--- config.mk ---
export PLATFORM = sky130hd
export DESIGN_NAME = bcd_alu_serial_flat
export DESIGN_NICKNAME = d
export VERILOG_FILES = /design/src/rtl/bcd_pkg.sv /design/src/rtl/bcd_alu_serial_if.sv /design/src/rtl/bcd_digito.sv /design/src/rtl/bcd_alu_serial.sv /design/src/flat_wrapper.sv
export SDC_FILE = /design/constraint.sdc
export NUM_CORES = 1
export LEC_CHECK = 0
export ABC_CLOCK_PERIOD_IN_PS = 4000
export CORE_ASPECT_RATIO = 1.75
export CORE_MARGIN = 2
export CORE_UTILIZATION = 48
export CTS_CLUSTER_SIZE = 8
export DETAILED_ROUTE_END_ITERATION = 8
export HOLD_SLACK_MARGIN = 0.05
export PLACE_DENSITY = 0.76
export SLEW_MARGIN = 20
export SYNTH_ARGS = -nofsm -noshare
export SYNTH_HDL_FRONTEND = slang
export SYNTH_SLANG_ARGS = --single-unit
--- constraint.sdc ---
create_clock -name clk -period 4 [get_ports clk]
set_clock_uncertainty 0.2 [all_clocks]
set_input_delay 0.6 -clock clk [delete_from_list [all_inputs] [get_ports clk]]
set_output_delay 0.6 -clock clk [all_outputs]
set_load 0.05 [all_outputs]
--- src/rtl/bcd_pkg.sv ---
// rtl/bcd_pkg.sv - shared types and constants for the serial BCD ALU
package bcd_pkg;

    typedef enum logic [1:0] {REPOSO, CALCULO, ENTREGA} estado_t;

    localparam logic       MODO_SUMA  = 1'b0;
    localparam logic       MODO_RESTA = 1'b1;
    localparam logic [3:0] BCD_MAX    = 4'd9;

endpackage

--- src/rtl/bcd_alu_serial_if.sv ---
// rtl/bcd_alu_serial_if.sv - operand/result handshake bundle for bcd_alu_serial
interface bcd_alu_serial_if #(
    parameter int DIGITOS = 4
);
    logic                   in_valid;
    logic                   in_ready;
    logic [4*DIGITOS-1:0]   operando_a;
    logic [4*DIGITOS-1:0]   operando_b;
    logic                   modo;
    logic                   out_valid;
    logic                   out_ready;
    logic [4*DIGITOS-1:0]   resultado;
    logic                   acarreo;
    logic                   error;

    modport master (
        output in_valid, operando_a, operando_b, modo, out_ready,
        input  in_ready, out_valid, resultado, acarreo, error
    );

    modport slave (
        input  in_valid, operando_a, operando_b, modo, out_ready,
        output in_ready, out_valid, resultado, acarreo, error
    );
endinterface

--- src/rtl/bcd_digito.sv ---
// rtl/bcd_digito.sv - one-digit combinational BCD add/subtract cell
module bcd_digito
    import bcd_pkg::*;
(
    input  logic [3:0] a,
    input  logic [3:0] b,
    input  logic       modo,
    input  logic       cin,
    output logic [3:0] digito,
    output logic       cout,
    output logic       invalido
);

    logic [4:0] suma;
    logic [5:0] resta;

    always_comb begin
        suma     = {1'b0, a} + {1'b0, b} + {4'b0, cin};
        resta    = {2'b0, a} - {2'b0, b} - {5'b0, cin};
        invalido = (a > BCD_MAX) || (b > BCD_MAX);
        if (modo == MODO_SUMA) begin
            cout   = (suma > 5'd9);
            digito = cout ? 4'(suma - 5'd10) : suma[3:0];
        end else begin
            // resta[5] is the sign of the two's-complement difference: a borrow
            cout   = resta[5];
            digito = cout ? 4'(resta + 6'd10) : resta[3:0];
        end
    end

endmodule

--- src/rtl/bcd_alu_serial.sv ---
// rtl/bcd_alu_serial.sv - digit-serial BCD add/subtract unit, LSD first
module bcd_alu_serial
    import bcd_pkg::*;
#(
    parameter int DIGITOS = 4
) (
    input  logic              clk,
    input  logic              rst_n,
    bcd_alu_serial_if.slave   bus
);

    localparam int                IDX_W    = (DIGITOS > 1) ? $clog2(DIGITOS) : 1;
    localparam logic [IDX_W-1:0]  IDX_LAST = IDX_W'(DIGITOS - 1);

    estado_t              estado, estado_sig;
    logic [4*DIGITOS-1:0] a_q, b_q, res_q;
    logic                 modo_q, carry_q, err_q;
    logic [IDX_W-1:0]     idx;
    logic [3:0]           a_dig, b_dig, dig;
    logic                 cout, invalido;

    assign a_dig = a_q[4*idx +: 4];
    assign b_dig = b_q[4*idx +: 4];

    bcd_digito u_digito (
        .a        (a_dig),
        .b        (b_dig),
        .modo     (modo_q),
        .cin      (carry_q),
        .digito   (dig),
        .cout     (cout),
        .invalido (invalido)
    );

    always_ff @(posedge clk or negedge rst_n) begin
        if (!rst_n) estado <= REPOSO;
        else        estado <= estado_sig;
    end

    always_comb begin
        estado_sig = estado;
        case (estado)
            REPOSO:  if (bus.in_valid)      estado_sig = CALCULO;
            CALCULO: if (idx == IDX_LAST)   estado_sig = ENTREGA;
            ENTREGA: if (bus.out_ready)     estado_sig = REPOSO;
            default:                        estado_sig = REPOSO;
        endcase
    end

    always_ff @(posedge clk or negedge rst_n) begin
        if (!rst_n) begin
            a_q     <= '0;
            b_q     <= '0;
            res_q   <= '0;
            modo_q  <= MODO_SUMA;
            carry_q <= 1'b0;
            err_q   <= 1'b0;
            idx     <= '0;
        end else begin
            case (estado)
                REPOSO: if (bus.in_valid) begin
                    a_q     <= bus.operando_a;
                    b_q     <= bus.operando_b;
                    modo_q  <= bus.modo;
                    carry_q <= 1'b0;
                    err_q   <= 1'b0;
                    idx     <= '0;
                end
                CALCULO: begin
                    res_q[4*idx +: 4] <= dig;
                    carry_q           <= cout;
                    err_q             <= err_q | invalido;
                    idx               <= idx + 1'b1;
                end
                default: ;
            endcase
        end
    end

    // An invalid operand digit makes the arithmetic meaningless, so mask it out
    assign bus.in_ready  = (estado == REPOSO);
    assign bus.out_valid = (estado == ENTREGA);
    assign bus.resultado = err_q ? '0 : res_q;
    assign bus.acarreo   = carry_q & ~err_q;
    assign bus.error     = err_q;

endmodule

--- src/flat_wrapper.sv ---
// flat-port wrapper written by rule: the top's interface ports become plain ports
module bcd_alu_serial_flat import bcd_pkg::*;
#(
    parameter int DIGITOS = 4
)
  (clk, rst_n, bus_in_valid, bus_operando_a, bus_operando_b, bus_modo, bus_out_ready, bus_in_ready, bus_out_valid, bus_resultado, bus_acarreo, bus_error);
  bcd_alu_serial_if #(.DIGITOS(DIGITOS)) bus_i ();
  input  logic clk;
  input  logic rst_n;
  input wire logic [$bits(bus_i.in_valid)-1:0] bus_in_valid;
  input wire logic [$bits(bus_i.operando_a)-1:0] bus_operando_a;
  input wire logic [$bits(bus_i.operando_b)-1:0] bus_operando_b;
  input wire logic [$bits(bus_i.modo)-1:0] bus_modo;
  input wire logic [$bits(bus_i.out_ready)-1:0] bus_out_ready;
  output wire logic [$bits(bus_i.in_ready)-1:0] bus_in_ready;
  output wire logic [$bits(bus_i.out_valid)-1:0] bus_out_valid;
  output wire logic [$bits(bus_i.resultado)-1:0] bus_resultado;
  output wire logic [$bits(bus_i.acarreo)-1:0] bus_acarreo;
  output wire logic [$bits(bus_i.error)-1:0] bus_error;
  assign bus_i.in_valid = bus_in_valid;
  assign bus_i.operando_a = bus_operando_a;
  assign bus_i.operando_b = bus_operando_b;
  assign bus_i.modo = bus_modo;
  assign bus_i.out_ready = bus_out_ready;
  assign bus_in_ready = bus_i.in_ready;
  assign bus_out_valid = bus_i.out_valid;
  assign bus_resultado = bus_i.resultado;
  assign bus_acarreo = bus_i.acarreo;
  assign bus_error = bus_i.error;
  bcd_alu_serial #(.DIGITOS(DIGITOS)) u_core (.clk(clk), .rst_n(rst_n), .bus(bus_i));
endmodule
==> results of run 1 <==
-- cells in the final DEF (no fill, tap or decap), types with 2 or more instances in the layout --
cell,count
buf_4,6
or4_1,2
o211ai_1,8
clkdlybuf4s50_1,55
ha_1,17
nand2_1,114
or3_1,2
a22o_1,5
o21ai_0,8
o21ai_1,10
a32oi_1,4
a21oi_1,6
a21o_1,4
nor2b_1,19
xor2_2,2
nor2_1,10
a21oi_2,2
nand3_1,5
nor4_1,2
fa_1,3
o21a_1,2
mux2i_1,3
clkbuf_16,5
a211oi_2,2
xnor2_1,2
inv_1,16
nand2b_1,5
dfrtp_1,55
mux4_2,8
nor3_1,3
-- area by class of cell --
class	count	share of cell area (%)
Multi-Input combinational cell	269	43.5
Sequential cell	55	33.8
Timing Repair Buffer	62	14.8
Clock buffer	6	3.41
Tap cell	82	2.52
Inverter	17	1.57
Clock inverter	2	0.400
-- sequential cells by signal (all words and copies together) (netlist names) --
register,cells
u_core.a_q,16
u_core.carry_q,1
u_core.res_q,16
u_core.modo_q,1
u_core.estado,2
u_core.bus.error,1
u_core.idx,2
u_core.b_q,16
-- how the worst min path moves through the flow --
| stage | from | end | cells past startpoint |
|---|---|---|---|
| 2_1_floorplan | rst_n | u_core.a_q[0] | 0 |
| 3_3_place_gp | u_core.b_q[1] | u_core.b_q[1] | 2 |
| 3_5_place_dp | u_core.b_q[12] | u_core.b_q[12] | 2 |
| 4_1_cts | rst_n | u_core.a_q[15] | 1 |
| 5_1_grt | rst_n | u_core.a_q[5] | 1 |
| 6_report | rst_n | u_core.a_q[5] | 1 |
-- logic make-up after synthesis --
family                     count (synthesis)  share of synthesized area (%)
muxes                                     11                           6.42
DFF                                       55                           42.0
adders and majority gates                 20                           8.33
buffers and inverters                     31                           4.05
and+or+nand+nor                          171                           23.4
AOI/OAI and AO/OA                         62                           14.0
xor gates and xnor gates                   5                           1.80
-- per-stage QoR --
| stage | worst slack [ps] | std cells |
|---|---|---|
| after floorplan | 142 | 355 |
| after global placement | 229 | 484 |
| after detailed placement | 139 | 484 |
| after CTS | 106 | 492 |
| after global routing | -9.02 | 493 |
| final | 114 | 493 |
-- critical path: stages, from the launching register on --
cell	delay (ps)
dfrtp_1	440
mux4_2	560
fa_1	480
fa_1	480
xor2_2	230
ha_1	260
nor2b_1	140
a31oi_2	230
nor2_1	110
a211oi_4	350
nor2_1	90
o311ai_1	230
-- per-layer routing --
| layer | wire (um) | GRT usage (%) | vias to the layer above | share of wire (%) |
|---|---|---|---|---|
| li1 | - | - | 1302 | - |
| met1 | 2720 | 23.9 | 1228 | 39 |
| met2 | 3700 | 36.6 | 84 | 53 |
| met3 | 257 | 3.78 | 20 | 3.7 |
| met4 | 258 | 9.52 | 0 | 3.7 |
| met5 | 0 | 0 | - | 0 |
-- timing repair --
item / in CTS / in global routing
resized for setup: 0 / 2
endpoints found under the setup margin: 0 / 4
setup buffers: 0 / 1
==> out/results.tsv, run 1 <==
stage	metric	value	unit
setup_path	Reg-to-Reg End	u_core.res_q[13]	
setup_path	sort of element at the end of the critical path	flip-flop	
synthesis	cell area after synthesis	3270	um2
cells_and_area	area taken by multi-input logic gates	1770	um2
timing	max frequency	257	MHz
setup_path	classification of the worst setup path	flip-flop to flip-flop	
cells_and_area	post-route design area	4070	um2
synthesis	commonest cells in the netlist	nand2_1 (115), dfrtp_1 (55), nor2b_1 (19), ha_1 (17), inv_1 (16)	
timing	Setup Total Neg Slack	0	ps
cells_and_area	Area growth syn-to-layout	24.4	%
detailed_routing	number of DRC markers after the initial detailed-route iteration	146	
setup_path	setup slack of the worst register-to-register path	110	ps
setup_path	type of element launching the critical path	flip-flop	
detailed_routing	Remaining DRCs	0	
synthesis	syn_area_per_cell	9.22	um2
detailed_routing	final antenna-violating net count	0	
detailed_routing	routed length per placed instance	14.1	um
setup_path	data arrival at the endpoint of the critical path	3880	ps
synthesis	cell type contributing the most total cell area after synthesis	dfrtp_1	
timing	slew at the pin closest to its max-slew limit	647	ps
synthesis	portion of the post-synthesis area used by sequential elements	42.0	%
cells_and_area	layout filler cell count	567	
synthesis	warnings from Yosys	0	
setup_path	Max FO, Critical Path	4	
setup_path	Critical path origin	u_core.idx[0]	
placement	placed wire-length estimate after detailed placement	5400	um
clocking	clock tree buffer depth	2	
global_route	pin count of the biggest net entering global routing	38	
floorplanning	count of pins on the block boundary	57	
clocking	CTS root buffer	clkbuf_16	
global_route	Remaining Overflow, GRT	0	
clocking	TritonCTS clock tree	done	
clocking	clock transition at the register clock pins on the worst setup and hold paths after CTS	70	ps
clocking	TritonCTS buffer count	5	
placement	placed instance area	3900	um2
timing	Finish-stage setup viols	0	
clocking	TritonCTS sink count	55	
global_route	number of antenna violations at the first check in global routing	0	
synthesis	fraction of post-synthesis cell area in the top cell type by area	42.0	%
detailed_routing	via count normalized by instance count	5.34	
setup_path	Crit Reg-Reg Startpoint	u_core.idx[0]	
timing	Min Clock Period, post-route	3890	ps
cells_and_area	utilization of the core after routing	61.8	%
global_route	global-route usage over all layers	20.8	%
detailed_routing	number of iterations in the first detailed-routing pass	4	
setup_path	capture point of the worst path	u_core.res_q[13]	
synthesis	cell types with the largest area share after synthesis	dfrtp_1 (42%), nand2_1 (13%), ha_1 (6.5%)	
synthesis	net count after synthesis	412	
placement	RePlAce Congestion	0.928	
synthesis	fraction of registers with async set/reset	100	%
timing	worst max-slew margin expressed relative to the limit	56.7	%
cells_and_area	area occupied by registers	1380	um2
floorplanning	Vert. Die Dim	113	um
synthesis	EDFF count, synth	0	
job	max capacitance violation total	0	
cells_and_area	share of cells above drive strength 1	9.49	%
worst_hold_path	type of the most critical hold path	primary input to async pin	
timing	total count of hold-check failures in the final report	0	
status	status	finished clean	
floorplanning	initial core utilization	49.7	%
detailed_routing	count of vias placed by the detailed router	2634	
synthesis	leading cell type by number of instances after synthesis	nand2_1	
placement	count of input and output buffers	56	
timing	number of pins with negative max-slew slack in the final report	0	
global_route	via count of the first global-routing pass	2697	
setup_path	worst reg-to-reg path cell count	11	
synthesis	post-synthesis cell count	355	
detailed_routing	Total Routed Length	6940	um
setup_path	WP data required	3990	ps
floorplanning	full die area	7520	um2
synthesis	Yosys reg bits	55	
cells_and_area	antenna cells	0	
synthesis	dominant synthesized flop cell	dfrtp_1	
floorplanning	CORE AREA	6590	um2
clocking	Clock Latency Late Sink	290	ps
clocking	number of buffers inserted for hold repair after clock tree synthesis	0	
floorplanning	total number of placement rows	39	
global_route	first-pass GRT wire length	12100	um
clocking	H-tree depth	2	
timing	worst hold margin	122	ps
cells_and_area	Final nets	467	
synthesis	number of distinct library cell variants in the gate-level netlist after synthesis	51	
timing	Final Cycle Share	97.2	%
floorplanning	floorplan die width	66.4	um
Power of run 1 is left out: the tool's default activity adds up to more than one toggle a clock period on the data nets, which glitch-free logic cannot reach.
==> run 2: changes to the inputs <==
--- a/config.mk
+++ b/config.mk
@@ -8,11 +8,12 @@
 export ABC_CLOCK_PERIOD_IN_PS = 4000
 export CORE_ASPECT_RATIO = 1.75
 export CORE_MARGIN = 2
-export CORE_UTILIZATION = 48
+export CORE_UTILIZATION = 57
 export CTS_CLUSTER_SIZE = 8
 export DETAILED_ROUTE_END_ITERATION = 8
+export DONT_BUFFER_PORTS = 1
 export HOLD_SLACK_MARGIN = 0.05
-export PLACE_DENSITY = 0.76
+export PLACE_DENSITY = 0.75
 export SLEW_MARGIN = 20
 export SYNTH_ARGS = -nofsm -noshare
 export SYNTH_HDL_FRONTEND = slang
==> run 2 against run 1 <==
Critical path depth unchanged. Die area down 15%. Count of clock-buffer cells in the layout down 1. Via count down 6.2%. Sequential share of layout area up 5.6 points. Sequential cell count unchanged. Core utilization up 1.2 points. Critical path type unchanged. Largest cell class unchanged.
==> out/results.tsv, run 2 (synthesis gave the netlist of run 1 again) <==
stage	metric	value	unit
status	status	finished clean	
clocking	H-tree depth	2	
timing	setup repair after global routing missed its margin	no	
floorplanning	full die area	6390	um2
clocking	TritonCTS buffer count	5	
setup_path	setup slack of the worst register-to-register path	210	ps
floorplanning	Vert. Die Dim	104	um
cells_and_area	post-route design area	3490	um2
timing	number of pins with negative max-slew slack in the final report	0	
timing	slew at the pin closest to its max-slew limit	992	ps
setup_path	CP max stage delay	550	ps
clocking	Clock Latency Late Sink	320	ps
global_route	first-pass GRT wire length	11500	um
setup_path	Largest delay share family, worst path	adder cells	
setup_path	data arrival at the endpoint of the critical path	3830	ps
setup_path	type of element launching the critical path	flip-flop	
setup_path	highest-delay cell along the critical path	mux4_2	
detailed_routing	count of vias placed by the detailed router	2471	
cells_and_area	Final nets	413	
timing	Min Clock Period, post-route	3790	ps
placement	count of input and output buffers	0	
clocking	TritonCTS clock tree	done	
clocking	CTS root buffer	clkbuf_8	
placement	placed instance area	3340	um2
timing	Finish-stage setup viols	0	
cells_and_area	share of cells above drive strength 1	11.8	%
detailed_routing	final antenna-violating net count	0	
cells_and_area	largest registers in the final layout	u_core.a_q (16), u_core.b_q (16), u_core.res_q (16)	
clocking	setup repair bufs after CTS	0	
clocking	TritonCTS sink count	55	
timing	Setup Total Neg Slack	0	ps
floorplanning	initial core utilization	59.1	%
setup_path	sort of element at the end of the critical path	flip-flop	
timing	worst max-slew margin expressed relative to the limit	33.7	%
placement	RePlAce Congestion	0.956	
global_route	number of antenna violations at the first check in global routing	0	
cells_and_area	layout filler cell count	493	
detailed_routing	Remaining DRCs	0	
placement	placed wire-length estimate after detailed placement	5250	um
cells_and_area	Area growth syn-to-layout	6.69	%
floorplanning	CORE AREA	5540	um2
setup_path	Max FO, Critical Path	4	
global_route	pin count of the biggest net entering global routing	56	
detailed_routing	Total Routed Length	6800	um
job	max capacitance violation total	0	
floorplanning	count of pins on the block boundary	57	
cells_and_area	commonest cells after routing, fill and taps aside	nand2_1 (114), dfrtp_1 (54), nor2b_1 (19)	
setup_path	combined buffer and inverter count along the critical path	0	
detailed_routing	routed length per placed instance	15.7	um
floorplanning	floorplan die width	61.3	um
worst_hold_path	type of the most critical hold path	primary input to flip-flop	
global_route	Remaining Overflow, GRT	0	
timing	Final Cycle Share	94.9	%
global_route	global-route usage over all layers	23.9	%
cells_and_area	antenna cells	0	
floorplanning	total number of placement rows	36	
clocking	clock transition at the register clock pins on the worst setup and hold paths after CTS	100	ps
setup_path	critical path cell sequence	mux4_2, fa_1, fa_1, xor2_2, ha_1, nor2b_1, a31oi_2, nor2_1, a211oi_4, o211ai_1, o211ai_1	
cells_and_area	most common cell after layout, fill and taps aside	nand2_1	
setup_path	WP data required	4040	ps
timing	total count of hold-check failures in the final report	0	
global_route	via count of the first global-routing pass	2545	
detailed_routing	number of iterations in the first detailed-routing pass	4	
setup_path	classification of the worst setup path	flip-flop to flip-flop	
clocking	clock tree buffer depth	2	
detailed_routing	via count normalized by instance count	5.71	
timing	max frequency	264	MHz
detailed_routing	number of DRC markers after the initial detailed-route iteration	111	
[run 2: cell count changes in the layout (fill, tap and decap cells not counted), sizes merged]
cell / change
clkdlybuf4s50: -55
inv: +1
dlygate4sd3: +1
clkbuf: -1
[run 2: area by class of cell]
class	count	area (um2)	share of cell area, %
Tap cell	76	95.1	2.72
Clock buffer	5	68.8	1.97
Clock inverter	3	27.5	0.788
Multi-Input combinational cell	269	1780	50.9
Timing Repair Buffer	8	82.6	2.36
Sequential cell	55	1380	39.4
Inverter	17	63.8	1.83
[run 2: worst paths after layout]
check	from	to	cells past startpoint
min in group asynchronous	rst_n	u_core.res_q[4]	2
hold reg to reg	u_core.b_q[15]	u_core.b_q[15]	2
setup reg to reg	u_core.idx[0]	u_core.res_q[9]	11
hold / removal	bus_operando_a[11]	u_core.a_q[11]	2
max in group asynchronous	rst_n	u_core.idx[0]	2
setup / recovery	u_core.idx[0]	u_core.res_q[9]	11
[run 2: worst reg2reg max path: cells and delay by family (launching register included)]
kind	cells	cell delay, ps
muxes	1	550
DFF	1	420
and+or+nand+nor	2	250
adders and majority gates	3	1180
xor gates and xnor gates	1	240
AOI/OAI and AO/OA	4	890
[run 2: per-stage QoR]
step	util [%]	std cells	setup slack, ps	hold slack [ps]
floorplan	-	355	142	104
global placement	60.4	423	283	106
detailed placement	60.4	423	172	106
CTS	62.8	433	158	172
global route	63.0	433	4.77	159
finish	63.0	433	206	180
[run 2: routing by layer]
metal  GRT usage, %  routed length (um)  vias to the layer above
met2           40.5                3730                       76
met4           11.2                 238                        0
li1               -                   -                     1199
met1           27.9                2560                     1178
met5              0                   0                        -
met3           3.98                 277                       18
[run 2: what timing repair did]
item | CTS | global route
setup endpoints to repair | 0 | 6
gates resized for setup | 0 | 4
hold endpoints to repair | 55 | 0
hold buffers | 2 | 0
Power of run 2 is left out for the same reason.
==> run 3: changes to the inputs <==
--- a/config.mk
+++ b/config.mk
@@ -7,14 +7,14 @@
 export LEC_CHECK = 0
 export ABC_CLOCK_PERIOD_IN_PS = 4000
 export CORE_ASPECT_RATIO = 1.75
-export CORE_MARGIN = 2
+export CORE_MARGIN = 5
 export CORE_UTILIZATION = 57
 export CTS_CLUSTER_SIZE = 8
 export DETAILED_ROUTE_END_ITERATION = 8
 export DONT_BUFFER_PORTS = 1
 export HOLD_SLACK_MARGIN = 0.05
 export PLACE_DENSITY = 0.75
-export SLEW_MARGIN = 20
+export SLEW_MARGIN = 10
 export SYNTH_ARGS = -nofsm -noshare
 export SYNTH_HDL_FRONTEND = slang
 export SYNTH_SLANG_ARGS = --single-unit
==> run 3 against run 2 <==
Largest cell class unchanged. Critical endpoint is now u_core.res_q[10]. Highest routed layer unchanged. Via count grew 0.77%. Setup slack worse by 49 ps. Die area up 16%.
==> out/results.tsv, run 3 (synthesis gave the netlist of run 1 again) <==
stage	metric	value	unit
timing	setup repair after global routing missed its margin	no	
timing	slew at the pin closest to its max-slew limit	1100	ps
setup_path	highest-delay cell along the critical path	mux4_2	
clocking	TritonCTS sink count	55	
setup_path	worst reg-to-reg path cell count	15	
clocking	CTS root buffer	clkbuf_8	
placement	count of input and output buffers	0	
clocking	H-tree depth	2	
global_route	via count of the first global-routing pass	2444	
setup_path	WP data required	4050	ps
detailed_routing	Total Routed Length	7110	um
setup_path	classification of the worst setup path	flip-flop to flip-flop	
timing	total count of hold-check failures in the final report	0	
setup_path	Max FO, Critical Path	4	
floorplanning	total number of placement rows	36	
setup_path	data arrival at the endpoint of the critical path	3900	ps
setup_path	setup slack of the worst register-to-register path	160	ps
cells_and_area	layout filler cell count	480	
status	status	finished clean	
timing	Min Clock Period, post-route	3840	ps
timing	number of pins with negative max-slew slack in the final report	0	
clocking	TritonCTS clock tree	done	
setup_path	type of element launching the critical path	flip-flop	
global_route	pin count of the biggest net entering global routing	56	
timing	Setup Total Neg Slack	0	ps
floorplanning	full die area	7420	um2
cells_and_area	number of standard cells in the final layout excluding fillers	435	
timing	Final Cycle Share	96.1	%
setup_path	sort of element at the end of the critical path	flip-flop	
cells_and_area	largest registers in the final layout	u_core.a_q (16), u_core.b_q (16), u_core.res_q (16)	
global_route	global-route usage over all layers	21.0	%
cells_and_area	commonest cells after routing, fill and taps aside	nand2_1 (115), dfrtp_1 (55), nor2b_1 (19)	
placement	RePlAce Congestion	1.00	
placement	placed instance count	425	
cells_and_area	share of cells above drive strength 1	10.9	%
clocking	clock tree buffer depth	2	
floorplanning	Vert. Die Dim	110	um
floorplanning	count of pins on the block boundary	57	
global_route	number of antenna violations at the first check in global routing	0	
setup_path	critical path cell sequence	mux4_2, inv_1, ha_1, inv_1, fa_1, inv_1, ha_1, xor2_1, ha_1, nand2_1, a2111oi_1, a221oi_1, o21ai_2, a32oi_1, o21ai_1	
placement	placed wire-length estimate after detailed placement	5510	um
timing	max frequency	260	MHz
clocking	Clock Latency Late Sink	320	ps
detailed_routing	Remaining DRCs	0	
detailed_routing	count of vias placed by the detailed router	2490	
cells_and_area	antenna cells	0	
clocking	TritonCTS buffer count	5	
setup_path	capture point of the worst path	u_core.res_q[10]	
cells_and_area	most common cell after layout, fill and taps aside	nand2_1	
detailed_routing	number of DRC markers after the initial detailed-route iteration	116	
job	max capacitance violation total	0	
setup_path	Reg-to-Reg End	u_core.res_q[10]	
timing	Finish-stage setup viols	0	
floorplanning	floorplan die width	67.3	um
global_route	first-pass GRT wire length	11600	um
setup_path	Critical path origin	u_core.idx[0]	
clocking	setup repair bufs after CTS	0	
detailed_routing	routed length per placed instance	16.3	um
floorplanning	initial core utilization	58.6	%
worst_hold_path	type of the most critical hold path	primary input to flip-flop	
clocking	clock transition at the register clock pins on the worst setup and hold paths after CTS	100	ps
detailed_routing	final antenna-violating net count	0	
detailed_routing	number of iterations in the first detailed-routing pass	4	
detailed_routing	via count normalized by instance count	5.72	
cells_and_area	Final nets	415	
global_route	Remaining Overflow, GRT	0	
setup_path	Crit Reg-Reg Startpoint	u_core.idx[0]	
floorplanning	CORE AREA	5590	um2
timing	worst max-slew margin expressed relative to the limit	26.7	%
cells_and_area	Area growth syn-to-layout	6.65	%
setup_path	CP max stage delay	550	ps
[run 3: how the worst min path moves through the flow]
stage,depth (start not counted),endpoint,from
global placement,0,u_core.bus.error,rst_n
CTS,2,u_core.a_q[3],bus_operando_a[3]
detailed placement,0,u_core.res_q[13],rst_n
global route,2,u_core.a_q[5],bus_operando_a[5]
finish,2,u_core.b_q[14],bus_operando_b[14]
floorplan,0,u_core.a_q[0],rst_n
[run 3: per-stage QoR]
stage / util (%) / hold slack, ps / cell area, um2 / worst slack, ps
final: 62.5 / 177 / 3490 / 157
after global routing: 62.5 / 161 / 3490 / 21.2
after CTS: 62.4 / 171 / 3490 / 42.0
after detailed placement: 60.1 / 107 / 3360 / 75.2
after global placement: 60.1 / 106 / 3360 / 270
after floorplan: - / 104 / 3270 / 142
[run 3: critical path: cells and delay by family, from the launching register on]
kind	cells	cell delay, ps
AO/OA/AOI/OAI	5	930
adder cells (fa/ha/maj)	4	1210
buffers and inverters	3	190
flip-flops	1	430
multiplexers	1	550
AND/OR/NAND/NOR	1	70
XOR/XNOR	1	180
[run 3: area by class of cell]
| cell class | count | area [um2] | area share, % |
|---|---|---|---|
| multi-input cells | 269 | 1770 | 50.7 |
| well taps | 76 | 95.1 | 2.72 |
| inverters | 17 | 63.8 | 1.83 |
| repair buffers | 10 | 97.6 | 2.80 |
| clock buffers | 6 | 72.6 | 2.08 |
| clock inverters | 2 | 16.3 | 0.466 |
| flip-flops and latches | 55 | 1380 | 39.4 |
[run 3: routing by layer]
| metal | global-route usage (%) | wire (um) | vias to the layer above |
|---|---|---|---|
| li1 | - | - | 1204 |
| met1 | 23.1 | 2780 | 1199 |
| met2 | 37.6 | 3820 | 68 |
| met3 | 4.26 | 286 | 19 |
| met4 | 9.72 | 218 | 0 |
| met5 | 0 | 0 | - |
[run 3: timing repair]
item / 4_1_cts / 5_1_grt
endpoints found under the hold margin: 55 / 0
setup endpoints to repair: 0 / 4
resized for setup: 0 / 2
hold buffers: 2 / 0
Power of run 3 is left out for the same reason.
